--- src/rtl/isa_pkg.sv ---
// Shared MIPS subset definitions: opcodes, command kinds, field positions
// and the field-to-word encoder used when loading programs into imem.
package isa_pkg;

   localparam logic [5:0] OP_RTYPE = 6'b000000;
   localparam logic [5:0] OP_LW    = 6'b100011;
   localparam logic [5:0] OP_SW    = 6'b101011;
   localparam logic [5:0] OP_BEQ   = 6'b000100;
   localparam logic [5:0] OP_J     = 6'b000010;

   typedef enum logic [2:0] {
      KIND_R   = 3'd0,
      KIND_LW  = 3'd1,
      KIND_SW  = 3'd2,
      KIND_BEQ = 3'd3,
      KIND_J   = 3'd4
   } cmd_kind_e;

   localparam int OP_LSB     = 26;
   localparam int RS_LSB     = 21;
   localparam int RT_LSB     = 16;
   localparam int RD_LSB     = 11;
   localparam int SHAMT_LSB  = 6;
   localparam int FUNCT_LSB  = 0;
   localparam int IMM_LSB    = 0;
   localparam int TARGET_LSB = 0;

   // Buffered entry: encoded word plus the end-of-program marker.
   typedef struct packed {
      logic        last;
      logic [31:0] word;
   } fifo_entry_t;

   // Kinds 5..7 have no encoding.
   function automatic logic is_legal_kind(input logic [2:0] kind);
      return kind <= KIND_J;
   endfunction

   // Builds the instruction word; fields a kind does not use are ignored.
   function automatic logic [31:0] encode_instr(
      input logic [2:0]  kind,
      input logic [4:0]  rs,
      input logic [4:0]  rt,
      input logic [4:0]  rd,
      input logic [4:0]  shamt,
      input logic [5:0]  funct,
      input logic [15:0] imm,
      input logic [25:0] target
   );
      logic [31:0] w;
      w = '0;
      case (kind)
         KIND_R: begin
            w[OP_LSB +: 6]    = OP_RTYPE;
            w[RS_LSB +: 5]    = rs;
            w[RT_LSB +: 5]    = rt;
            w[RD_LSB +: 5]    = rd;
            w[SHAMT_LSB +: 5] = shamt;
            w[FUNCT_LSB +: 6] = funct;
         end
         KIND_LW: begin
            w[OP_LSB +: 6]   = OP_LW;
            w[RS_LSB +: 5]   = rs;
            w[RT_LSB +: 5]   = rt;
            w[IMM_LSB +: 16] = imm;
         end
         KIND_SW: begin
            w[OP_LSB +: 6]   = OP_SW;
            w[RS_LSB +: 5]   = rs;
            w[RT_LSB +: 5]   = rt;
            w[IMM_LSB +: 16] = imm;
         end
         KIND_BEQ: begin
            w[OP_LSB +: 6]   = OP_BEQ;
            w[RS_LSB +: 5]   = rs;
            w[RT_LSB +: 5]   = rt;
            w[IMM_LSB +: 16] = imm;
         end
         KIND_J: begin
            w[OP_LSB +: 6]      = OP_J;
            w[TARGET_LSB +: 26] = target;
         end
         default: w = '0;
      endcase
      return w;
   endfunction

endpackage

--- src/rtl/instr_fifo.sv ---
// Generic synchronous FIFO with flush, full/empty flags and async
// active-low reset. Storage itself is not reset; only pointers are.
module instr_fifo #(
   parameter int WIDTH = 33,
   parameter int DEPTH = 2
) (
   input  logic             clk,
   input  logic             rst_n,
   input  logic             flush,
   input  logic             push,
   input  logic [WIDTH-1:0] wdata,
   input  logic             pop,
   output logic [WIDTH-1:0] rdata,
   output logic             full,
   output logic             empty
);

   localparam int PTR_W = (DEPTH > 1) ? $clog2(DEPTH) : 1;
   localparam int CNT_W = $clog2(DEPTH + 1);
   localparam logic [PTR_W-1:0] LAST_PTR = PTR_W'(DEPTH - 1);
   localparam logic [CNT_W-1:0] FULL_CNT = CNT_W'(DEPTH);

   logic [WIDTH-1:0] mem [DEPTH];
   logic [PTR_W-1:0] wr_ptr;
   logic [PTR_W-1:0] rd_ptr;
   logic [CNT_W-1:0] occ;
   logic             do_push;
   logic             do_pop;

   assign do_push = push && !full && !flush;
   assign do_pop  = pop && !empty && !flush;
   assign full    = (occ == FULL_CNT);
   assign empty   = (occ == '0);
   assign rdata   = mem[rd_ptr];

   function automatic logic [PTR_W-1:0] next_ptr(input logic [PTR_W-1:0] p);
      return (p == LAST_PTR) ? '0 : p + PTR_W'(1);
   endfunction

   // Write the incoming entry into the slot at the write pointer.
   always_ff @(posedge clk) begin
      if (do_push) begin
         mem[wr_ptr] <= wdata;
      end
   end

   // Advance pointers and occupancy; flush discards everything buffered.
   always_ff @(posedge clk or negedge rst_n) begin
      if (!rst_n) begin
         wr_ptr <= '0;
         rd_ptr <= '0;
         occ    <= '0;
      end else if (flush) begin
         wr_ptr <= '0;
         rd_ptr <= '0;
         occ    <= '0;
      end else begin
         if (do_push) begin
            wr_ptr <= next_ptr(wr_ptr);
         end
         if (do_pop) begin
            rd_ptr <= next_ptr(rd_ptr);
         end
         case ({do_push, do_pop})
            2'b10:   occ <= occ + CNT_W'(1);
            2'b01:   occ <= occ - CNT_W'(1);
            default: occ <= occ;
         endcase
      end
   end

endmodule

--- src/rtl/instr_encoder.sv ---
// Turns field-level instruction commands into MIPS words and writes them
// sequentially into instruction memory through a small decoupling buffer.
module instr_encoder
   import isa_pkg::*;
#(
   parameter int                ADDR_W    = 8,
   parameter logic [ADDR_W-1:0] BASE_ADDR = '0,
   parameter int                DEPTH     = 2
) (
   input  logic              clk,
   input  logic              rst_n,
   input  logic              start,
   input  logic              cmd_valid,
   output logic              cmd_ready,
   input  logic [2:0]        cmd_kind,
   input  logic [4:0]        cmd_rs,
   input  logic [4:0]        cmd_rt,
   input  logic [4:0]        cmd_rd,
   input  logic [4:0]        cmd_shamt,
   input  logic [5:0]        cmd_funct,
   input  logic [15:0]       cmd_imm,
   input  logic [25:0]       cmd_target,
   input  logic              cmd_last,
   output logic              imem_we,
   output logic [ADDR_W-1:0] imem_addr,
   output logic [31:0]       imem_wdata,
   input  logic              imem_ready,
   output logic              done,
   output logic [15:0]       count,
   output logic              err,
   output logic [2:0]        err_kind
);

   logic        live;
   logic        full;
   logic        empty;
   logic        legal;
   logic        accept;
   logic        push;
   logic        pop;
   fifo_entry_t push_entry;
   fifo_entry_t head;

   // Commands are only taken once out of reset, with room, and not while restarting.
   assign cmd_ready  = live && !full && !start;
   assign accept     = cmd_valid && cmd_ready;
   assign legal      = is_legal_kind(cmd_kind);
   assign push       = accept && legal;
   assign pop        = !empty && imem_ready && !start;
   assign push_entry = {cmd_last, encode_instr(cmd_kind, cmd_rs, cmd_rt, cmd_rd,
                                               cmd_shamt, cmd_funct, cmd_imm, cmd_target)};

   assign imem_we    = !empty;
   assign imem_wdata = empty ? 32'd0 : head.word;

   instr_fifo #(
      .WIDTH ($bits(fifo_entry_t)),
      .DEPTH (DEPTH)
   ) u_fifo (
      .clk   (clk),
      .rst_n (rst_n),
      .flush (start),
      .push  (push),
      .wdata (push_entry),
      .pop   (pop),
      .rdata (head),
      .full  (full),
      .empty (empty)
   );

   // Hold cmd_ready low until the first clock edge after reset release.
   always_ff @(posedge clk or negedge rst_n) begin
      if (!rst_n) begin
         live <= 1'b0;
      end else begin
         live <= 1'b1;
      end
   end

   // Write address, written-word count and end-of-program pulse advance per completed write.
   always_ff @(posedge clk or negedge rst_n) begin
      if (!rst_n) begin
         imem_addr <= BASE_ADDR;
         count     <= '0;
         done      <= 1'b0;
      end else if (start) begin
         imem_addr <= BASE_ADDR;
         count     <= '0;
         done      <= 1'b0;
      end else begin
         done <= pop && head.last;
         if (pop) begin
            imem_addr <= imem_addr + ADDR_W'(4);
            if (count != 16'hFFFF) begin
               count <= count + 16'd1;
            end
         end
      end
   end

   // Sticky error flag; the kind of the first illegal command is kept.
   always_ff @(posedge clk or negedge rst_n) begin
      if (!rst_n) begin
         err      <= 1'b0;
         err_kind <= '0;
      end else if (start) begin
         err      <= 1'b0;
         err_kind <= '0;
      end else if (accept && !legal) begin
         err <= 1'b1;
         if (!err) begin
            err_kind <= cmd_kind;
         end
      end
   end

endmodule

--- config.mk ---
export PLATFORM = sky130hd
export DESIGN_NAME = instr_encoder
export DESIGN_NICKNAME = d
export VERILOG_FILES = /design/src/rtl/isa_pkg.sv /design/src/rtl/instr_fifo.sv /design/src/rtl/instr_encoder.sv
export SDC_FILE = /design/constraint.sdc
export NUM_CORES = 1
export LEC_CHECK = 0
export BUFFER_PORTS_ARGS = -buffer_cell sky130_fd_sc_hd__clkbuf_2
export CORE_ASPECT_RATIO = 1.1
export CORE_MARGIN = 10
export CORE_UTILIZATION = 40
export CTS_CLUSTER_SIZE = 40
export DETAILED_ROUTE_END_ITERATION = 7
export GPL_ROUTABILITY_DRIVEN = 0
export PLACE_DENSITY_LB_ADDON = 0.12
export RECOVER_POWER = 25
export SYNTH_ARGS = -nofsm -noshare
export SYNTH_HDL_FRONTEND = slang
export SYNTH_SLANG_ARGS = --single-unit
--- constraint.sdc ---
create_clock -name clk -period 4 [get_ports clk]
set_clock_uncertainty 0.15 [all_clocks]
set_input_delay 0.2 -clock clk [delete_from_list [all_inputs] [get_ports clk]]
set_output_delay 0.2 -clock clk [all_outputs]
set_load 0.05 [all_outputs]
* Word level (Yosys, flattened, before mapping)
Memories as Yosys holds them, arrays and structs flattened. Cells that the tools add are included.
Storage, ports and cells: flip-flop bits (word level) 34, bits in writable memories 66, input bits 77, output and inout bits 63, memories 1
Memories:
- u_fifo.mem | depth 2, bits a word 33, read ports 1, clocked after memory_dff 0, write ports 1, line instr_fifo.sv:23 | logic [WIDTH-1:0] mem [DEPTH];
Operators by class: add/subtract/negate cells 6, magnitude comparators 1, equality and inequality tests 9, multiplexer cells 23, reduce and logical (&&, ||, !) cells 26
Operators with widths (number):
- $pmux W32 S5 | 1
- $mux W16 | 3
- $mux W32 | 1
- $add A16 B1 Y16 const B | 1
- $mux W8 | 2
- $ne A16 B16 Y1 const B | 1
- $logic_and A1 B1 Y1 | 12
- $mux W1 | 11
- $reduce_bool A2 Y1 | 5
- $mux W3 | 3
- $add A8 B3 Y8 const B | 1
- $eq A3 B2 Y1 const B | 2
- $eq A2 B2 Y1 const B | 2
- $logic_not A1 Y1 | 4
- $pmux W2 S2 | 1
- $reduce_and A2 Y1 | 2
- $eq A3 B1 Y1 const B | 1
- $eq A3 B3 Y1 const B | 1
- $le A3 B3 Y1 const B | 1
- $logic_not A3 Y1 | 1
- $reduce_bool A3 Y1 | 1
- $add A1 B1 Y1 const B | 2
- $add A2 B1 Y2 const B | 1
- $eq A2 B1 Y1 const B | 1
- 4 further kinds | 4

* Logic depth before layout (Yosys ltp)
Gate-level depths: netlist of the first run.
depth after elaboration 11, gate-level depth with buffers 6

* Cells and area by module
A second synthesis of the first run with hierarchy kept.
Unflattened totals: cell total of the unflattened synthesis 412, area total of the unflattened synthesis 4843.4 um^2
Modules (own cells, without submodules):
- instr_fifo | times used 1, cells an instance 128, area each 2593.7 um^2, sequential area each 2082.0 um^2
- instr_encoder | times used 1, cells an instance 284, area each 2249.7 um^2, sequential area each 700.7 um^2

* Worst setup path before layout of the first run
OpenSTA, ideal clock, no wires.
kind flip-flop to flip-flop, from register u_fifo.occ[0], to memory u_fifo.mem[0][0] (enable), data arrival time 2.210 ns, required time 3.431 ns, path slack 1.221 ns, stages on the path, launching flop included 4, clock period less this slack 2.779 ns, path through dfrtp_1 nand2b_1 nand4_1 nor2_1
On the way: cells in the longest elaborated chain, start to end 10
RTL lines:
- start, declared | line instr_fifo.sv:26 | logic [CNT_W-1:0] occ;
- start signal, assigned | line instr_fifo.sv:65 | 2'b10: occ <= occ + CNT_W'(1);
- start signal, assigned | line instr_fifo.sv:66 | 2'b01: occ <= occ - CNT_W'(1);
- $eq A2 B2 Y1 * | line instr_fifo.sv:32 | assign full = (occ == FULL_CNT);
- $logic_not A1 Y1 * | line instr_fifo.sv:30, instr_encoder.sv:45
- $logic_and A1 B1 Y1 (2 in a row) | line instr_encoder.sv:45 | assign cmd_ready = live && !full && !start;
- $logic_and A1 B1 Y1 | line instr_encoder.sv:46 | assign accept = cmd_valid && cmd_ready;
- $logic_and A1 B1 Y1 | line instr_encoder.sv:48 | assign push = accept && legal;
- $logic_and A1 B1 Y1 * (2 in a row) | line instr_fifo.sv:30 | assign do_push = push && !full && !flush;
- $mux W1 * | line instr_fifo.sv:42 | if (do_push) begin
- $mux W1 (not written as such) * | line instr_fifo.sv:43 | mem[wr_ptr] <= wdata;
- end, declared | line instr_fifo.sv:23
Every way passes the cells marked *; elsewhere a longest branch is shown, timed or not.

==> results.py, run 1 <==
metrics = {
    "synthesis": {
        "synth-seq-area-share_pct": 57.6,
        "synth-compound-area-share_pct": 8.04,
        "avgSynthCellArea_sq_um": 11.4,
        "synth_fa_ha_area_share_pct": 0.542,
        "syn_inst": 405,
        "syn_area_sq_um": 4620,
        "synth_seq_cells": 94,
        "yosysWarnings": 0,
        "synthMuxAreaShare_pct": 11.5,
        "synth_xor_area_share_pct": 1.52,
        "synth.distinct_cells": 51,
        "synth_top_family_by_area": "simple AND/OR/NAND/NOR gates",
        "synth-simple-area-share_pct": 16.1,
    },
    "sta": {
        "setup_viol": 0,
        "finalCriticalPeriod_ns": 2.49,
        "rsz0062_at_grt": "no",
        "tightest_slew_ns": 2.08,
        "final.period_utilization_pct": 62.4,
        "setup_ws_ns": 1.51,
        "setup_tns_ns": 0,
        "finalHoldViolCount": 0,
        "max-slew-margin-rel_pct": -38.8,
        "fmax_ghz": 0.401,
        "drv_slew": 91,
    },
    "drt": {
        "drt_iter0_drc": 130,
        "route.detailed.drc": 0,
        "firstDrtPassIters": 4,
        "postRouteWirelength_mm": 11.0,
        "avgRoutedWirePerCell_microns": 16.1,
        "ant_nets": 0,
        "vias_per_cell": 4.99,
        "vias": 3424,
    },
    "placement": {
        "port_buffers": 136,
        "placed_cell_area_sq_um": 5400,
        "dp_hpwl_mm": 7.87,
        "dpl_worst_slack_ns": 1.48,
    },
    "outcome": {
        "violations": "max-capacitance violations, max-slew violations",
        "outcome": "finished with violations",
    },
    "final_layout": {
        "layout_commonest_cell": "clkbuf_2",
        "final_cell_mix": "114 x clkbuf_2, 62 x edfxtp_1, 48 x mux2i_1, 45 x nor2_1, 34 x nand3_1",
        "nNetsFinal": 610,
        "fillers": 1087,
        "fin_area_sq_um": 5680,
        "layout-drive-gt1-share_pct": 27.4,
        "regArea_sq_um": 2660,
        "area_growth_pct": 23.0,
        "diodes": 0,
        "multi_input_area_sq_um": 1780,
    },
    "clock_tree": {
        "htree_levels": 3,
        "cts_setup_buffers": 0,
        "numCtsBuffers": 9,
        "clk_latency_ns": 0.34,
        "cts_hold_buf": 3,
        "cts.sinks": 94,
        "cts_resized": 0,
        "cts_root_buffer": "clkbuf_16",
        "cts_tree": "done",
        "clk_pin_slew_worst_paths_ns": 0.06,
        "cts_buffer_depth": 2,
    },
    "worst_setup_path": {
        "critPathArrivalTime_ns": 2.30,
        "crit_fanout": 57,
        "critical_path_class": "in2reg",
        "crit_path_start_kind": "input pin",
        "critPathRequiredTime_ns": 3.80,
        "cp-end-kind": "flop",
    },
    "power_and_ir_drop": {
        "p_int_uw": 1560,
        "switchingPower_uw": 524,
        "switching_share_pct": 25.1,
        "p_seq_share_pct": 51.3,
        "leakage_uw": 0.00227,
        "ir_drop_v": 0.000183,
        "clkPwrFrac_pct": 38.2,
        "power_frac_comb_pct": 10.4,
        "power_density_nw_per_um2": 367,
    },
    "die": {
        "start_util_pct": 40.6,
        "die_area_sq_um": 16300,
        "io_pins": 140,
        "core_area_sq_um": 11400,
        "std_cell_rows": 41,
        "fp.dieW_microns": 122,
        "die_h_microns": 133,
    },
    "global_route": {
        "grt.overflow.total": 0,
        "grt_max_degree": 58,
        "track_usage_pct": 13.7,
        "antenna_found_initial": 0,
        "grt_pass1_vias": 3598,
        "grt_pass1_wl_mm": 18.0,
    },
    "run": {
        "maxCapViolations": 2,
    },
    "min_path": {
        "hold_path_class": "in2reg",
    },
}
==> kinds of logic (layout without fill, tap and decap cells) <==
logic type | Yosys count | count (layout)
and+or+nand+nor | 138 | 138
DFF | 94 | 94
AOI/OAI and AO/OA | 62 | 62
muxes | 52 | 52
buffers and inverters | 47 | 176
xor gates and xnor gates | 8 | 8
adders and majority gates | 2 | 2
other | 2 | 4
==> final timing paths <==
kind / cells after the start / from / slack (ns) / endpoint
min: 3 / cmd_valid / 0.05 / err
max reg2reg: 3 / u_fifo.occ[0] / 1.57 / u_fifo.mem[1][22]
min reg2reg: 2 / err_kind[2] / 0.38 / err_kind[2]
max: 3 / cmd_kind[2] / 1.51 / u_fifo.mem[1][7]
max in group asynchronous: 2 / rst_n / 1.80 / u_fifo.rd_ptr
min in group asynchronous: 2 / rst_n / 0.73 / count[14]
==> power groups by stage <==
stage / registers (uW) / logic [uW] / clock network, uW
floorplan: 1090 / 138 / 0
global placement: 1090 / 216 / 0
detailed placement: 1090 / 219 / 0
CTS: 1070 / 223 / 823
global route: 1070 / 242 / 857
finish: 1070 / 218 / 797
==> flip-flops by register name (all words and copies together) (netlist names) <==
| register | cells |
|---|---|
| u_fifo.mem | 62 |
| count | 16 |
| imem_addr | 6 |
| err_kind | 3 |
| u_fifo.occ | 2 |
| done | 1 |
| err | 1 |
| live | 1 |
| u_fifo.rd_ptr | 1 |
| u_fifo.wr_ptr | 1 |
==> per-layer routing <==
layer / wire length (microns) / part of all wire [%] / vias up / global-route usage [%]
met1: 4660 / 42 / 1592 / 16.3
met4: 63 / 0.57 / 0 / 3.93
met5: 0 / 0 / - / 0
met2: 5550 / 50 / 94 / 23.1
met3: 763 / 6.9 / 5 / 4.30
li1: - / - / 1733 / -
==> cell type report <==
| class | count | area share (%) |
|---|---|---|
| Sequential cell | 94 | 46.9 |
| Multi-Input combinational cell | 266 | 31.3 |
| Timing Repair Buffer | 143 | 12.5 |
| Clock buffer | 9 | 3.96 |
| Tap cell | 150 | 3.30 |
| Inverter | 17 | 1.12 |
| Clock inverter | 7 | 0.969 |
==> synth_stat cells, drive strengths merged <==
cell     instances  area [sq um]
edfxtp          62          1860
nor2            50           193
mux2i           48           480
nand3           34           170
o21ai           33           165
dfrtp           32           801
inv             17          63.8
buf             16          93.8
clkbuf          14          52.6
a21oi            9          45.0
nand2            9          33.8
nor4             9          77.6
nand4            7          65.1
nor2b            5          31.3
o31ai            5          37.5
xor2             5          43.8
and3             4          25.0
mux2             4          48.8
o21a             4          30.0
or4              4          30.0
and4             3          26.3
nand2b           3          18.8
nor3             3          15.0
xnor2            3          26.3
a311o            2          20.0
conb             2          7.51
ha               2          25.0
o311ai           2          17.5
o41ai            2          17.5
a21o             1          7.51
a31oi            1          6.26
and2             1          6.26
and3b            1          8.76
and4bb           1          12.5
nand4b           1          8.76
nor3b            1          7.51
nor4b            1          8.76
o2111ai          1          8.76
o211ai           1          7.51
o31a             1          8.76
or3              1          6.26
==> through the flow <==
stage / util (%) / hold WS (ns) / total power [uW] / instances
after floorplan: - / -0.246 / 1230 / 407
after global placement: 47.5 / 0.183 / 1310 / 667
after detailed placement: 47.5 / 0.196 / 1310 / 667
after CTS: 50.2 / 0.0414 / 2120 / 686
after global routing: 49.9 / 0.0670 / 2170 / 686
final: 49.9 / 0.0478 / 2090 / 686
==> critical path, stage by stage <==
cell	delay, ns
clkbuf_1	0.08
clkbuf_1	1.48
o21ai_0	0.50
Note: power is estimated with default switching activity, not from simulation.
==> run 2, diff against run 1 <==
==> constraint.sdc (replaced) <==
create_clock -name clk -period 2.59 [get_ports clk]
set_clock_uncertainty 0.15 [all_clocks]
set_input_delay 0.1295 -clock clk [delete_from_list [all_inputs] [get_ports clk]]
set_output_delay 0.1295 -clock clk [all_outputs]
set_load 0.05 [all_outputs]
==> run 2 against run 1 <==
Effect of this change: the run now ends clean; clock power rose by 69%; sequential power increased by 53%; clock-buffer cell count is the same; utilization increased by 2.3 points; critical path depth is 3 higher; first-iteration DRC count grew 40%; critical path type unchanged; largest power group unchanged; highest routed layer unchanged.
==> results.py, run 2 (same netlist as run 1, synthesis figures left out) <==
metrics = {
    "power_and_ir_drop": {
        "power_density_nw_per_um2": 566,
        "switching_share_pct": 24.7,
        "switchingPower_uw": 834,
        "power_frac_comb_pct": 11.0,
        "clkPwrFrac_pct": 40.2,
        "leakage_uw": 0.00240,
        "p_seq_share_pct": 48.8,
        "p_int_uw": 2540,
        "ir_drop_v": 0.000367,
        "total_power_uw": 3370,
    },
    "sta": {
        "tightest_slew_ns": 0.827,
        "rsz0062_at_grt": "no",
        "max-slew-margin-rel_pct": 44.9,
        "setup_tns_ns": 0,
        "whs_ns": 0.00483,
        "fmax_ghz": 0.455,
        "final.period_utilization_pct": 84.9,
        "setup_viol": 0,
        "drv_slew": 0,
        "finalHoldViolCount": 0,
        "finalCriticalPeriod_ns": 2.20,
    },
    "clock_tree": {
        "cts_buffer_depth": 2,
        "cts.sinks": 94,
        "clk_pin_slew_worst_paths_ns": 0.07,
        "htree_levels": 3,
        "cts_tree": "done",
        "numCtsBuffers": 9,
        "clk_latency_ns": 0.34,
        "cts_root_buffer": "clkbuf_16",
    },
    "final_layout": {
        "layout_commonest_cell": "clkbuf_2",
        "area_growth_pct": 28.8,
        "layout-drive-gt1-share_pct": 28.1,
        "diodes": 0,
        "reg_top3": "u_fifo.mem x62, count x16, imem_addr x6",
        "fillers": 1040,
        "largest_register_ffs": 62,
        "final_cells": 709,
        "largest-register": "u_fifo.mem",
        "nNetsFinal": 633,
        "final_cell_mix": "115 x clkbuf_2, 62 x edfxtp_1, 48 x mux2i_1, 45 x nor2_1, 34 x nand3_1",
    },
    "die": {
        "std_cell_rows": 41,
        "core_area_sq_um": 11400,
        "die_h_microns": 133,
        "die_area_sq_um": 16300,
        "io_pins": 140,
        "fp.dieW_microns": 122,
        "start_util_pct": 40.6,
    },
    "worst_setup_path": {
        "cp-end-kind": "flop",
        "critPathRequiredTime_ns": 2.67,
        "crit_fanout": 32,
        "critPathArrivalTime_ns": 2.28,
        "critical_path_class": "in2reg",
        "crit_path_start_kind": "input pin",
    },
    "global_route": {
        "grt_pass1_vias": 3731,
        "antenna_found_initial": 0,
        "grt.overflow.total": 0,
        "grt_max_degree": 58,
        "track_usage_pct": 14.4,
        "grt_pass1_wl_mm": 18.8,
    },
    "drt": {
        "firstDrtPassIters": 4,
        "postRouteWirelength_mm": 11.4,
        "ant_nets": 0,
        "drt_iter0_drc": 182,
        "vias": 3583,
        "avgRoutedWirePerCell_microns": 16.0,
        "route.detailed.drc": 0,
        "vias_per_cell": 5.05,
    },
    "run": {
        "maxCapViolations": 0,
    },
    "placement": {
        "port_buffers": 136,
        "dp.cells": 675,
        "dp_hpwl_mm": 8.27,
    },
    "min_path": {
        "hold_path_class": "in2reg",
    },
    "outcome": {
        "outcome": "completed",
    },
}
==> run 2: path summary, 6_finish.rpt <==
check | startpoint | endpoint | slack (ns) | depth (start not counted)
setup reg to reg | count[0] | count[14] | 0.48 | 5
hold reg to reg | err_kind[2] | err_kind[2] | 0.36 | 2
min in group asynchronous | rst_n | count[13] | 0.26 | 2
setup / recovery | start | count[10] | 0.39 | 6
max in group asynchronous | rst_n | u_fifo.rd_ptr | 1.44 | 2
hold / removal | cmd_rt[4] | u_fifo.mem[1][20] | 0.005 | 3
==> run 2: layout make-up <==
cell class / instances / area (sq um) / area share, %
repair buffers: 166 / 946 / 15.9
flip-flops and latches: 94 / 2660 / 44.8
inverters: 17 / 63.8 / 1.07
clock inverters: 7 / 85.1 / 1.43
multi-input cells: 266 / 1780 / 29.9
clock buffers: 9 / 225 / 3.79
well taps: 150 / 188 / 3.15
==> run 2: layer usage <==
layer  vias to the layer above  GRT usage, %  share of wire, %
li1                       1784             -                 -
met1                      1677          17.0                42
met2                       112          23.8                50
met3                        10          4.77               7.7
met4                         0          4.78               1.1
met5                         -             0                 0
==> run 2: what timing repair did <==
action / in CTS / in global routing
hold endpoints to repair: 61 / 0
hold buffers: 18 / 0
buffers inserted: 0 / 0
resized for setup: 0 / 0
==> run 2: critical path: stages <==
cell	delay, ns
dlygate4sd3_1	0.52
clkbuf_2	0.23
clkbuf_2	0.58
nor2_2	0.11
nor4_1	0.33
mux2_2	0.37
==> run 2: power groups by stage <==
| stage | clock network (uW) | logic [uW] | registers, uW |
|---|---|---|---|
| 2_1_floorplan | 0 | 214 | 1680 |
| 3_3_place_gp | 0 | 349 | 1680 |
| 3_5_place_dp | 0 | 356 | 1680 |
| 4_1_cts | 1400 | 379 | 1640 |
| 5_1_grt | 1460 | 407 | 1650 |
| 6_report | 1350 | 371 | 1640 |
==> run 2: per-stage QoR <==
step / cell area (sq um) / util [%] / setup WS (ns)
floorplan: 4630 / - / -0.189
global placement: 5490 / 48.2 / 0.566
detailed placement: 5490 / 48.2 / 0.507
CTS: 5980 / 52.5 / 0.449
global route: 5950 / 52.2 / 0.272
finish: 5950 / 52.2 / 0.392
